<file path="config.mk">
export PLATFORM = sky130hd
export DESIGN_NAME = race_turn_controller
export DESIGN_NICKNAME = d
export VERILOG_FILES = /design/src/rtl/race_turn_controller.sv
export SDC_FILE = /design/constraint.sdc
export NUM_CORES = 1
export LEC_CHECK = 0
export ABC_AREA = 0
export CORE_MARGIN = 2
export CORE_UTILIZATION = 55
export DETAILED_ROUTE_END_ITERATION = 6
export DONT_BUFFER_PORTS = 1
export GPL_TIMING_DRIVEN = 1
export PLACE_DENSITY = 0.82
export SLEW_MARGIN = 20
export SYNTH_ARGS = -nofsm -noshare
export SYNTH_HDL_FRONTEND = slang
export SYNTH_SLANG_ARGS = --single-unit
</file>
<file path="constraint.sdc">
create_clock -name clk -period 2.25 [get_ports clk]
set_clock_uncertainty 0.1 [all_clocks]
set_input_delay 0.225 -clock clk [delete_from_list [all_inputs] [get_ports clk]]
set_output_delay 0.225 -clock clk [all_outputs]
set_load 0.005 [all_outputs]
</file>
<file path="src/rtl/race_turn_controller.sv">
// race_turn_controller: turn-based dice race driven by the dice color detector.
// Each accepted roll moves the current player one square per STEP_DELAY cycles.
// The player who lands exactly on TRACK_LEN wins.
// The FSM state is exported on game_state. Overlay logic and checkers observe it there.
//
// Handshake: the detector has no ready signal. result_ready is a one-cycle valid
// strobe qualifying stable_color in the same cycle. A roll is accepted only in
// WAIT_ROLL with a non-NONE color; in every other state the strobe is dropped.
module race_turn_controller #(
  parameter int NUM_PLAYERS = 2,
  parameter int TRACK_LEN   = 20,
  parameter int RED_STEPS   = 1,
  parameter int GREEN_STEPS = 2,
  parameter int BLUE_STEPS  = 3,
  parameter int STEP_DELAY  = 12_500_000
) (
  input  logic        clk,
  input  logic        reset,
  input  logic [1:0]  stable_color,
  input  logic        result_ready,
  input  logic        current_state_white,
  input  logic        start,
  output logic [2:0]  game_state,
  output logic [1:0]  cur_player,
  output logic [19:0] positions,
  output logic [1:0]  steps_left,
  output logic [1:0]  last_color,
  output logic        step_pulse,
  output logic        turn_done,
  output logic        winner_valid,
  output logic [1:0]  winner
);

  typedef enum logic [2:0] {
    S_IDLE       = 3'd0,
    S_WAIT_WHITE = 3'd1,
    S_WAIT_ROLL  = 3'd2,
    S_MOVE       = 3'd3,
    S_NEXT       = 3'd4,
    S_WIN        = 3'd5
  } state_t;

  // The timer only has to hold STEP_DELAY-1.
  localparam int            TW      = (STEP_DELAY > 1) ? $clog2(STEP_DELAY) : 1;
  localparam logic [TW-1:0] RELOAD  = TW'(STEP_DELAY - 1);
  localparam logic [4:0]    FINISH  = 5'(TRACK_LEN);
  localparam logic [1:0]    LAST_PL = 2'(NUM_PLAYERS - 1);
  localparam logic [1:0]    RED_N   = 2'(RED_STEPS);
  localparam logic [1:0]    GREEN_N = 2'(GREEN_STEPS);
  localparam logic [1:0]    BLUE_N  = 2'(BLUE_STEPS);

  state_t        state_q, state_d;
  logic [1:0]    cur_q, cur_d;
  logic [4:0]    pos_q [4];
  logic [4:0]    pos_d [4];
  logic [1:0]    steps_q, steps_d;
  logic [1:0]    color_q, color_d;
  logic [TW-1:0] timer_q, timer_d;
  logic [1:0]    winner_q, winner_d;
  logic          pulse_q, pulse_d;
  logic          done_q, done_d;
  logic          win_q, win_d;
  logic [4:0]    pos_inc;

  // Next-state and next-value logic. start overrides every other event.
  always_comb begin
    state_d = state_q;
    cur_d   = cur_q;
    pos_d   = pos_q;
    steps_d = steps_q;
    color_d = color_q;
    timer_d = timer_q;
    winner_d = winner_q;
    pulse_d = 1'b0;
    pos_inc = pos_q[cur_q] + 5'd1;

    if (start) begin
      state_d  = S_WAIT_WHITE;
      cur_d    = '0;
      for (int i = 0; i < 4; i++) pos_d[i] = '0;
      steps_d  = '0;
      color_d  = '0;
      timer_d  = '0;
      winner_d = '0;
    end else begin
      case (state_q)
        S_IDLE: ;
        // The die must be removed, leaving an empty white background, before the next roll.
        S_WAIT_WHITE: if (current_state_white) state_d = S_WAIT_ROLL;
        S_WAIT_ROLL: begin
          if (result_ready && stable_color != 2'b00) begin
            case (stable_color)
              2'b01:   steps_d = RED_N;
              2'b10:   steps_d = GREEN_N;
              default: steps_d = BLUE_N;
            endcase
            color_d = stable_color;
            timer_d = RELOAD;
            state_d = S_MOVE;
          end
        end
        S_MOVE: begin
          if (timer_q == '0) begin
            pos_d[cur_q] = pos_inc;
            steps_d      = steps_q - 2'd1;
            timer_d      = RELOAD;
            pulse_d      = 1'b1;
            if (pos_inc == FINISH) begin
              // Landing on the finish square ends the game. Leftover steps are dropped.
              state_d  = S_WIN;
              winner_d = cur_q;
              steps_d  = '0;
            end else if (steps_q == 2'd1) begin
              state_d = S_NEXT;
            end
          end else begin
            timer_d = timer_q - TW'(1);
          end
        end
        S_NEXT: begin
          cur_d   = (cur_q == LAST_PL) ? 2'd0 : cur_q + 2'd1;
          state_d = S_WAIT_WHITE;
        end
        S_WIN: ;
        default: state_d = S_IDLE;
      endcase
    end

    done_d = (state_d == S_NEXT);
    win_d  = (state_d == S_WIN);
  end

  // State and output registers, cleared asynchronously.
  always_ff @(posedge clk or posedge reset) begin
    if (reset) begin
      state_q  <= S_IDLE;
      cur_q    <= '0;
      for (int i = 0; i < 4; i++) pos_q[i] <= '0;
      steps_q  <= '0;
      color_q  <= '0;
      timer_q  <= '0;
      winner_q <= '0;
      pulse_q  <= 1'b0;
      done_q   <= 1'b0;
      win_q    <= 1'b0;
    end else begin
      state_q  <= state_d;
      cur_q    <= cur_d;
      pos_q    <= pos_d;
      steps_q  <= steps_d;
      color_q  <= color_d;
      timer_q  <= timer_d;
      winner_q <= winner_d;
      pulse_q  <= pulse_d;
      done_q   <= done_d;
      win_q    <= win_d;
    end
  end

  assign game_state   = state_q;
  assign cur_player   = cur_q;
  assign positions    = {pos_q[3], pos_q[2], pos_q[1], pos_q[0]};
  assign steps_left   = steps_q;
  assign last_color   = color_q;
  assign step_pulse   = pulse_q;
  assign turn_done    = done_q;
  assign winner_valid = win_q;
  assign winner       = winner_q;

endmodule

</file>
==> impl_metrics.csv <==
group,metric,value,unit
outcome,status,"finished, violations left",
outcome,failed_checks,"design-rule violations, negative hold slack, negative setup slack",
route,drt_iter0_drc,457,
min_path,hold_start,"start",
cts,cts_tree,"built",
final_layout,multi_input_area,0.00208,mm²
pwr,irDropWorstVdd,0.000450,V
cts,ctsHoldBuffers,2,
floorplanning,dieArea,0.00661,mm²
cts,clock_path_buffers,2,
floorplanning,start_util,0.562,
grt,grt_antenna_before_repair,2,
final_layout,drive_gt1_frac,0.438,
route,avgRoutedWirePerCell,25.6,µm
final_layout,regArea,0.00145,mm²
sta,fin_crit,2.54,ns
setup_path,start_kind,"flip-flop",
setup_path,reg2reg_to,"positions[1]$_DFFE_PP0P_",
floorplanning,row_count,28,
grt,grt_pass1_wl,17100,µm
cts,clk-insertion-delay-late,0.36,ns
floorplanning,die_y,81.3,µm
sta,relSlewSlack,0.329,
pwr,p_leak,2.00,nW
grt,grt_overflow,0,
sta,whs,-0.172,ns
final_layout,fillCellCount,306,
synthesis,synth_cell_type_count,56,
synthesis,avgSynthCellArea,9.99,µm²
route,drc,13,
cts,clk_pin_slew_worst_paths,0.09,ns
route,totalWireLength,12500,µm
cts,cts_max_level,3,
setup_path,critPathMostFrequentCell,"or4_4",
setup_path,path_cells,"or4_4 -> or4_4 -> buf_12 -> nor4b_4 -> buf_6 -> mux2i_1 -> nor2_1",
placement,finalWeightedCongestion,0.863,
run,drv_cap,0,
sta,setup_viol,50,
grt,grt_max_degree,59,
route,dr_total_vias,3516,
placement,hpwl,5990,µm
synthesis,ys_seq_elements,58,
placement,numPortBuffers,0,
cts,numCtsBuffers,9,
synthesis,yosysTopAreaCellShare,0.442,
setup_path,crit_fanout,6,
synthesis,netlist_area,0.00329,mm²
synthesis,synthFlopType,"dfrtp_1",
setup_path,crit_path_start,"timer_q[17]$_DFFE_PP0P_",
pwr,power_density,806,mW/mm²
sta,worst_pin_slew,1.00,ns
synthesis,synthCells,329,
setup_path,crit_end,"positions[1]$_DFFE_PP0P_",
sta,grt_setup_unrepaired,"true",
grt,grt_usage,0.351,
floorplanning,coreArea,0.00585,mm²
sta,fmax,0.393,GHz
grt,grt_pass1_vias,3406,
setup_path,cp.arrival,2.68,ns
route,drt-pass1-iter-count,7,
setup_path,cp_slowest_cell,"or4_4",
setup_path,critPathRequiredTime,2.39,ns
setup_path,regToRegStartpoint,"timer_q[17]$_DFFE_PP0P_",
route,drt-vias-per-instance,7.19,
min_path,hold_class,"in2reg",
floorplanning,ios,41,
synthesis,async_reset_ff_frac,1.00,
setup_path,path_class,"reg2reg",
sta,fin_ws,-0.292,ns
sta,drv_slew,0,
route,postRouteAntennaNets,0,
sta,finalHoldViolCount,36,
setup_path,rrSetupSlack,-0.29,ns
final_layout,finalNetCount,419,
synthesis,yosys-top-cells-area,"dfrtp_1 (44%), nor2_1 (4.2%), a21oi_1 (4.0%), mux4_2 (3.4%), xnor2_1 (2.9%)",
pwr,total_power,3.75,mW
synthesis,synth-edff-count,0,
cts,numClockSinks,58,
final_layout,syn_to_final_growth,41.6,%
cts,cts_root_buf,"clkbuf_8",
setup_path,reg2reg_depth,7,
setup_path,end_kind,"flip-flop",
synthesis,syn-num-nets,340,
sta,fin_crit_sh,1.13,
synthesis,synth_top_area_cell,"dfrtp_1",
synthesis,yosys_warnings,0,
setup_path,cpPeakStageDelay,0.54,ns
synthesis,yosysSeqAreaShare,0.442,
floorplanning,die_w,81.3,µm
==> state kept, by name, indices dropped and copies added (netlist names) <==
register      cells
step_pulse        1
positions        20
game_state        3
winner_valid      1
steps_left        2
timer_q          24
turn_done         1
winner            2
last_color        2
cur_player        2
==> per-layer routing <==
layer  wire (µm)  global-route usage  part of all wire
met2        6040               0.579              0.48
met1        4400               0.400              0.35
met5           0                   0                 0
met4         842               0.220             0.067
met3        1250               0.100              0.10
==> cells by family after synthesis <==
group | synth area share
compound gates | 0.148
simple gates | 0.257
buf+inv | 0.0373
xor+xnor | 0.0426
fa+ha+maj | 0.0152
mux | 0.0586
flops | 0.442
==> critical path: cells and delay by family (launching register included) <==
| family | cells | cell delay [ns] |
|---|---|---|
| DFF | 1 | 0.39 |
| buffers and inverters | 2 | 0.34 |
| muxes | 1 | 0.23 |
| and+or+nand+nor | 4 | 1.37 |
==> cell type report <==
type / instances / area share
Multi-Input combinational cell: 243 / 0.447
Sequential cell: 58 / 0.312
Timing Repair Buffer: 84 / 0.163
Clock buffer: 9 / 0.0266
Clock inverter: 7 / 0.0202
Tap cell: 75 / 0.0202
Inverter: 12 / 0.00968
Antenna cell: 1 / 0.000538
==> Yosys cell counts, types with 3 or more instances <==
cell type	instances
nor3_1	12
or4_1	4
nor4_4	3
nand4_1	4
o21ai_1	5
a211oi_1	3
a31o_1	4
nor4_1	11
mux2i_1	8
clkbuf_1	12
a211o_1	3
mux4_2	5
and3_1	8
nor2_1	37
nor4_2	4
a21oi_1	26
inv_1	12
or3_1	3
nor2b_1	4
nand2_1	16
nand3_1	11
ha_1	4
dfrtp_1	58
xor2_1	5
xnor2_1	11
o21ai_0	12
==> stage by stage <==
step           setup TNS (ns)  area (µm²)  instances  setup slack [ns]  utilization
3_5_place_dp            -5.54        3810        451            -0.236        0.651
4_1_cts                 -5.44        4380        480            -0.228        0.748
6_report                -9.93        4650        489            -0.292        0.795
3_3_place_gp            -2.92        3810        451            -0.148        0.651
5_1_grt                -12.66        4650        488            -0.412        0.795
2_1_floorplan           -3.80        3320        329            -0.206            -
==> repair_timing <==
| action | 4_1_cts | 5_1_grt |
|---|---|---|
| setup buffers | 12 | 10 |
| hold endpoints to repair | 95 | 36 |
| pin swaps | 16 | 19 |
| endpoints found under the setup margin | 50 | 52 |
| gates resized for setup | 50 | 46 |
==> how the worst min path moves through the flow <==
stage,to,slack (ns),cells past startpoint
5_1_grt,winner[0]$_DFFE_PP0P_,-0.18,1
6_report,winner[0]$_DFFE_PP0P_,-0.17,1
3_5_place_dp,timer_q[18]$_DFFE_PP0P_,0.20,1
3_3_place_gp,timer_q[18]$_DFFE_PP0P_,0.19,1
4_1_cts,winner[0]$_DFFE_PP0P_,-0.18,1
2_1_floorplan,last_color[1]$_DFFE_PP0P_,0.26,2
==> report_power, final <==
| part | leakage (nW) | switching [mW] | total [mW] | internal (mW) |
|---|---|---|---|---|
| Combinational | 1.10 | 0.791 | 1.43 | 0.640 |
| Clock | 0.105 | 0.496 | 1.12 | 0.621 |
| Sequential | 0.791 | 0.0936 | 1.20 | 1.11 |
==> placed cells by master, fill, tap and decap left out, types with 3 or more instances in the layout <==
master / Yosys / routed
buf_6: 2 / 18
nand3_1: 11 / 9
dfrtp_1: 58 / 57
or4_1: 4 / 3
buf_4: 0 / 59
mux4_2: 5 / 5
o21ai_1: 5 / 4
or4_4: 2 / 3
a211oi_2: 2 / 3
clkbuf_8: 0 / 9
nor3_1: 12 / 5
xnor2_1: 11 / 7
a21oi_1: 26 / 12
inv_1: 12 / 11
nor3_2: 0 / 5
o21ai_2: 1 / 7
nand4_1: 4 / 4
nor4_2: 4 / 9
a31o_1: 4 / 4
nor4_1: 11 / 3
a211o_1: 3 / 3
nor4_4: 3 / 6
and3_1: 8 / 7
xnor2_2: 0 / 4
mux2i_1: 8 / 8
nor2b_1: 4 / 4
a21oi_2: 0 / 14
o21ai_0: 12 / 5
nand2_1: 16 / 15
buf_12: 0 / 4
xor2_1: 5 / 5
nor2_1: 37 / 37
(Power assumes the default switching activity.)
